==> src/rtl/fetch_queue.sv <==
// fetch_queue - instruction-fetch front end.
//
// Issues word fetches to a multi-cycle instruction memory over a req/ack
// handshake, buffers returned instructions together with their PC+4 in a
// DEPTH-entry FIFO, and presents the head entry to the IF/ID register.
// Handles pipeline stall (no pop) and branch/jump redirect (flush + restart).
//
// Ports:
//   clk          system clock, rising edge
//   reset        asynchronous active-low reset
//   mem_req      fetch request (registered), held until mem_ack
//   mem_addr     fetch address, word aligned (registered)
//   mem_ack      memory returned mem_rdata for the current request
//   mem_rdata    instruction word, valid with mem_ack
//   stall        IF/ID holds; head is not popped
//   redirect     taken branch/jump: flush queue, restart at redirect_pc
//   redirect_pc  new fetch address
//   instr_valid  head entry valid (queue not empty)
//   instr        head instruction, 0 when empty
//   pc4          head entry PC+4, 0 when empty
//
// Optional build macro FETCH_QUEUE_STATS_EN adds saturating counters:
//   stat_fetched  accepted pushes
//   stat_dropped  discarded acks plus entries flushed by redirect

module fetch_queue #(
    parameter int          DEPTH    = 4,
    parameter logic [31:0] RESET_PC = 32'h0000_0000
) (
    input  logic        clk,
    input  logic        reset,
    output logic        mem_req,
    output logic [31:0] mem_addr,
    input  logic        mem_ack,
    input  logic [31:0] mem_rdata,
    input  logic        stall,
    input  logic        redirect,
    input  logic [31:0] redirect_pc,
    output logic        instr_valid,
    output logic [31:0] instr,
    output logic [31:0] pc4
`ifdef FETCH_QUEUE_STATS_EN
    ,
    output logic [31:0] stat_fetched,
    output logic [31:0] stat_dropped
`endif
);

    localparam int             AW      = $clog2(DEPTH);
    localparam int             CW      = AW + 1;
    localparam logic [CW-1:0]  DEPTH_C = CW'(DEPTH);
    localparam logic [31:0]    ALIGN   = 32'hFFFF_FFFC;

    typedef enum logic [1:0] {IDLE, REQ, DROP} state_t;

    state_t        r_state, w_state_nxt;
    logic [31:0]   r_fetch_pc, w_fetch_pc_nxt;
    logic          r_mem_req, w_mem_req_nxt;
    logic [31:0]   r_mem_addr, w_mem_addr_nxt;
    logic [CW-1:0] r_count;
    logic [AW-1:0] r_rd_ptr, r_wr_ptr;
    logic [31:0]   r_instr_q [DEPTH];
    logic [31:0]   r_pc4_q   [DEPTH];

    logic          w_pop, w_push;
    logic [CW-1:0] w_count_pop;
    logic          w_space_idle, w_space_req;

    assign instr_valid = (r_count != '0);
    assign instr       = instr_valid ? r_instr_q[r_rd_ptr] : 32'h0;
    assign pc4         = instr_valid ? r_pc4_q[r_rd_ptr]   : 32'h0;
    assign mem_req     = r_mem_req;
    assign mem_addr    = r_mem_addr;

    // Redirect suppresses the pop so the flushed head is never consumed.
    assign w_pop       = instr_valid & ~stall & ~redirect;
    assign w_count_pop = r_count - {{(CW-1){1'b0}}, w_pop};
    // Issue only when a slot is guaranteed for the single outstanding ack.
    assign w_space_idle = (w_count_pop < DEPTH_C);
    assign w_space_req  = ((w_count_pop + CW'(1)) < DEPTH_C);

    always_comb begin
        w_state_nxt    = r_state;
        w_fetch_pc_nxt = r_fetch_pc;
        w_mem_req_nxt  = r_mem_req;
        w_mem_addr_nxt = r_mem_addr;
        w_push         = 1'b0;
        case (r_state)
            IDLE: begin
                if (redirect) begin
                    w_fetch_pc_nxt = redirect_pc & ALIGN;
                end else if (w_space_idle) begin
                    w_state_nxt    = REQ;
                    w_mem_req_nxt  = 1'b1;
                    w_mem_addr_nxt = r_fetch_pc;
                end
            end
            REQ: begin
                if (redirect) begin
                    w_fetch_pc_nxt = redirect_pc & ALIGN;
                    if (mem_ack) begin
                        w_state_nxt   = IDLE;
                        w_mem_req_nxt = 1'b0;
                    end else begin
                        // In-flight request must still complete on the old address.
                        w_state_nxt = DROP;
                    end
                end else if (mem_ack) begin
                    w_push         = 1'b1;
                    w_fetch_pc_nxt = r_fetch_pc + 32'd4;
                    if (w_space_req) begin
                        w_mem_addr_nxt = r_fetch_pc + 32'd4;
                    end else begin
                        w_state_nxt   = IDLE;
                        w_mem_req_nxt = 1'b0;
                    end
                end
            end
            DROP: begin
                if (redirect) w_fetch_pc_nxt = redirect_pc & ALIGN;
                if (mem_ack) begin
                    w_state_nxt   = IDLE;
                    w_mem_req_nxt = 1'b0;
                end
            end
            default: begin
                w_state_nxt   = IDLE;
                w_mem_req_nxt = 1'b0;
            end
        endcase
    end

    always_ff @(posedge clk or negedge reset) begin
        if (!reset) begin
            r_state    <= IDLE;
            r_fetch_pc <= RESET_PC & ALIGN;
            r_mem_req  <= 1'b0;
            r_mem_addr <= RESET_PC & ALIGN;
            r_count    <= '0;
            r_rd_ptr   <= '0;
            r_wr_ptr   <= '0;
        end else begin
            r_state    <= w_state_nxt;
            r_fetch_pc <= w_fetch_pc_nxt;
            r_mem_req  <= w_mem_req_nxt;
            r_mem_addr <= w_mem_addr_nxt & ALIGN;
            if (redirect) begin
                r_count  <= '0;
                r_rd_ptr <= '0;
                r_wr_ptr <= '0;
            end else begin
                if (w_push) r_wr_ptr <= r_wr_ptr + AW'(1);
                if (w_pop)  r_rd_ptr <= r_rd_ptr + AW'(1);
                if (w_push && !w_pop)      r_count <= r_count + CW'(1);
                else if (!w_push && w_pop) r_count <= r_count - CW'(1);
            end
        end
    end

    always_ff @(posedge clk) begin
        if (w_push) begin
            r_instr_q[r_wr_ptr] <= mem_rdata;
            r_pc4_q[r_wr_ptr]   <= r_fetch_pc + 32'd4;
        end
    end

`ifdef FETCH_QUEUE_STATS_EN
    logic        w_discard;
    logic [32:0] w_fetch_sum, w_drop_sum;

    // An ack is thrown away in DROP, or in REQ when redirect lands with it.
    assign w_discard   = mem_ack & ((r_state == DROP) | ((r_state == REQ) & redirect));
    assign w_fetch_sum = {1'b0, stat_fetched} + 33'(w_push);
    assign w_drop_sum  = {1'b0, stat_dropped}
                       + (redirect ? 33'(r_count) : 33'd0)
                       + 33'(w_discard);

    always_ff @(posedge clk or negedge reset) begin
        if (!reset) begin
            stat_fetched <= '0;
            stat_dropped <= '0;
        end else begin
            stat_fetched <= w_fetch_sum[32] ? 32'hFFFF_FFFF : w_fetch_sum[31:0];
            stat_dropped <= w_drop_sum[32]  ? 32'hFFFF_FFFF : w_drop_sum[31:0];
        end
    end
`endif

endmodule

==> config.mk <==
export PLATFORM = sky130hd
export DESIGN_NAME = fetch_queue
export DESIGN_NICKNAME = d
export VERILOG_FILES = /design/src/rtl/fetch_queue.sv
export SDC_FILE = /design/constraint.sdc
export NUM_CORES = 1
export LEC_CHECK = 0
export CORE_MARGIN = 4
export CORE_UTILIZATION = 55
export DETAILED_ROUTE_END_ITERATION = 8
export PLACE_DENSITY = 0.78
export SKIP_LAST_GASP = 1
export SLEW_MARGIN = 5
export SYNTH_ARGS = -nofsm -noshare
export SYNTH_HDL_FRONTEND = slang
export SYNTH_SLANG_ARGS = --single-unit
==> constraint.sdc <==
create_clock -name clk -period 3.3 [get_ports clk]
set_input_delay 0.33 -clock clk [delete_from_list [all_inputs] [get_ports clk]]
set_output_delay 0.33 -clock clk [all_outputs]
set_load 0.1 [all_outputs]
==> summary.md <==
| Metric | Value |
|---|---|
| Count of antenna-violating nets left after detailed routing | 0 |
| Number of buffers inserted by port buffering | 160 |
| Vias in the first global route | 8,491 |
| Post-CTS Repair Setup Buffers | 0 |
| TritonCTS clock tree | done |
| Highest-count cells in the layout ignoring fill and taps | sky130_fd_sc_hd__edfxtp_1 (248), sky130_fd_sc_hd__clkdlybuf4s50_1 (96), sky130_fd_sc_hd__buf_4 (88), sky130_fd_sc_hd__dfrtp_1 (68), sky130_fd_sc_hd__and2_1 (65) |
| Number of iterations in the first detailed-routing pass | 5 |
| Crit path launch type | flop |
| Total negative slack for setup checks | 0 ns |
| Die width | 166 um |
| Initial antenna violation count | 0 |
| Cell Rows | 57 |
| Violation count after the first detailed-route iteration | 876 |
| Kind of path behind the tightest hold check | primary input to flop |
| Clk root buf | sky130_fd_sc_hd__clkbuf_16 |
| Synth warnings | 0 |
| Total Routed Length | 30,000 um |
| Overall fraction of global-route tracks in use | 21.6% |
| Highest-delay cell along the critical path | sky130_fd_sc_hd__dfrtp_4 |
| Crit-path max cell delay | 0.73 ns |
| Outcome | completed |
| Arrival time worst endpoint | 2.65 ns |
| Antenna diode instance count | 0 |
| Number of clock buffers inserted by TritonCTS | 31 |
| Synth Instances | 902 |
| Area of the die | 27,600 um^2 |
| Post-synthesis sequential area ratio | 66.9% |
| Effective utilization at floorplan | 56.2% |
| DR vias | 8,445 |
| Kind of end point of the critical path | output port |
| Final setup skew | 0.0151 ns |
| I/O pin total | 167 |
| Gr ovfl total | 0 |
| Area Overhead vs Synth | 21.0% |
| CP top delay family | flip-flops |
| Total of cells resized after clock tree synthesis | 0 |
| CORE AREA | 24,500 um^2 |
| Peak clock frequency supported by timing | 336 MHz |
| Worst-skew pair later-pin latency | 0.55 ns |
| Post-layout nets | 1,134 |
| DRC violations left | 0 |
| Main synth FF type | sky130_fd_sc_hd__edfxtp_1 |
| Die height | 166 um |
| Buf/Inv on CP | 2 |
| Number of max-cap violations | 0 |
| Worst Setup Path Type | flop to output port |
| Most common cell type on the critical path | sky130_fd_sc_hd__buf_4 |
| Post-synth EDFFs | 248 |
| Number of hold-repair buffers added at the cts stage | 1 |
| Reg2reg setup slack | 0.57 ns |
| Pin count of the biggest net entering global routing | 65 |
| RSZ-0062 raised after global routing | no |
| Gp weighted congestion | 0.858 |
| Mean area per synthesized cell | 15.3 um^2 |
| Clock slew seen by the registers of the worst setup and hold paths | 0.06 ns |
| Final setup violation count | 0 |
| Proportion of synthesized flip-flops having asynchronous set or reset | 22.0% |
| Post-Syn Area | 13,800 um^2 |
| Clock Path Buffers | 3 |
| DR WL/cell | 21.4 um |
| Req. time, crit path | 2.97 ns |
| Synth Register Bits | 318 |
| Min Tclk post-route | 2.98 ns |
| Number of distinct library cell variants in the gate-level netlist after synthesis | 57 |
| Period Utilization, post-route | 90.2% |
| Detailed placement HPWL | 19,000 um |
| Most frequent standard cell in the layout excluding fill and tap cells | sky130_fd_sc_hd__edfxtp_1 |
| CTS Sinks | 318 |
| Share of layout cells above drive strength 1 | 20.9% |
| Global-route wire length before repair | 48,300 um |
| Routed via count divided by cell count | 6.01 |
| Critical path peak fanout | 23 |
| Total count of hold-check failures in the final report | 0 |
| H-tree levels | 1 |
| Transition time at the pin with the least slew margin | 0.983 ns |
| Cells traversed along the worst timing path | buf_4 -> mux4_2 -> and2_1 -> buf_4 |
| Slew margin rel. | 34.2% |
| Total count of max-transition violations in the final report | 0 |
worst reg2reg max path, stage by stage (launching register included):
cell	delay (ns)
sky130_fd_sc_hd__dfrtp_1	0.44
sky130_fd_sc_hd__nor3_1	0.29
sky130_fd_sc_hd__nor3_1	0.08
sky130_fd_sc_hd__ha_1	0.19
sky130_fd_sc_hd__ha_1	0.20
sky130_fd_sc_hd__xor2_2	0.34
sky130_fd_sc_hd__xor2_2	0.32
sky130_fd_sc_hd__nor2_2	0.08
sky130_fd_sc_hd__buf_12	0.17
sky130_fd_sc_hd__a21o_1	0.21
sky130_fd_sc_hd__a221o_1	0.29
cell families (layout without fill, tap and decap cells):
kind of cell             Yosys count  in the layout  share of synthesized area [%]
buffers and inverters             89            265                           2.94
AND/OR/NAND/NOR                  258            258                           10.3
XOR/XNOR                          36             36                           2.40
adder cells (fa/ha/maj)            8              8                          0.782
flip-flops                       318            318                           66.9
AO/OA/AOI/OAI                    130            130                           6.57
multiplexers                      62             62                           10.1
other                              1              4                         0.0273
cells in the mapped netlist (all sizes together), types with 2 or more instances:
library cell  count  area, um^2
a221o            11         110
a2bb2oi           7        61.3
nor2b             5        31.3
nand2            43         161
a22oi            18         135
nor3             15        91.3
nand2b            3        18.8
and4              2        17.5
ha                7        87.6
and2             69         432
o22ai             7        43.8
and3              4        25.0
a21oi            30         150
a21o              6        45.0
a31oi             3        18.8
xnor2            25         219
o32ai             2        17.5
nand3            52         265
dfrtp            70        1750
nand4            11        68.8
o21ai            21         105
or3              19         119
inv              13        48.8
nor4              6        52.6
buf              32         190
a32oi             6        52.6
o211ai            5        37.5
clkbuf           43         161
o311ai            9        78.8
edfxtp          248        7450
mux4             62        1400
xor2             11         111
nor2             25        96.4
state kept, by name, indices dropped and copies added, names as in the netlist:
name,count
r_rd_ptr,2
r_state,2
mem_addr,30
r_instr_q,128
r_wr_ptr,2
r_fetch_pc,30
mem_req,1
r_count,3
r_pc4_q,120
per-stage QoR:
stage / utilization [%] / setup slack, ns / area [um^2] / instances / hold slack [ns]
2_1_floorplan: - / 0.0649 / 13800 / 905 / 0.0344
3_3_place_gp: 63.9 / 0.405 / 15600 / 1347 / 0.430
3_5_place_dp: 63.9 / 0.380 / 15600 / 1347 / 0.435
4_1_cts: 68.0 / 0.241 / 16600 / 1405 / 0.342
5_1_grt: 68.0 / 0.121 / 16600 / 1405 / 0.374
6_report: 68.0 / 0.323 / 16600 / 1405 / 0.364
metal layers:
layer	global-route usage (%)	vias to the layer above	share of wire (%)	wire length [um]
met1	32.4	4250	44	13100
met5	0	-	0	0
met2	34.2	385	47	14100
li1	-	3777	-	-
met4	4.23	0	1.5	456
met3	3.88	33	8.0	2400
path summary, 6_finish.rpt:
kind	start	to	cells past startpoint
hold / removal	redirect_pc[3]	r_fetch_pc[3]	3
hold reg to reg	mem_addr[3]	mem_addr[3]	2
setup reg to reg	r_count[2]	mem_addr[19]	10
min in group asynchronous	reset	mem_addr[25]	2
max in group asynchronous	reset	mem_addr[12]	3
setup / recovery	r_rd_ptr[0]	instr[28]	4
cell type report:
type	instances	area, um^2
Clock buffer	44	875
Clock inverter	13	126
Fill cell	1637	7820
Inverter	14	52.6
Multi-Input combinational cell	498	4180
Sequential cell	318	9200
Tap cell	324	405
Timing Repair Buffer	194	1800
Power is not shown: default switching activity piles up to over one toggle a cycle in this logic, so the estimate is an artifact.
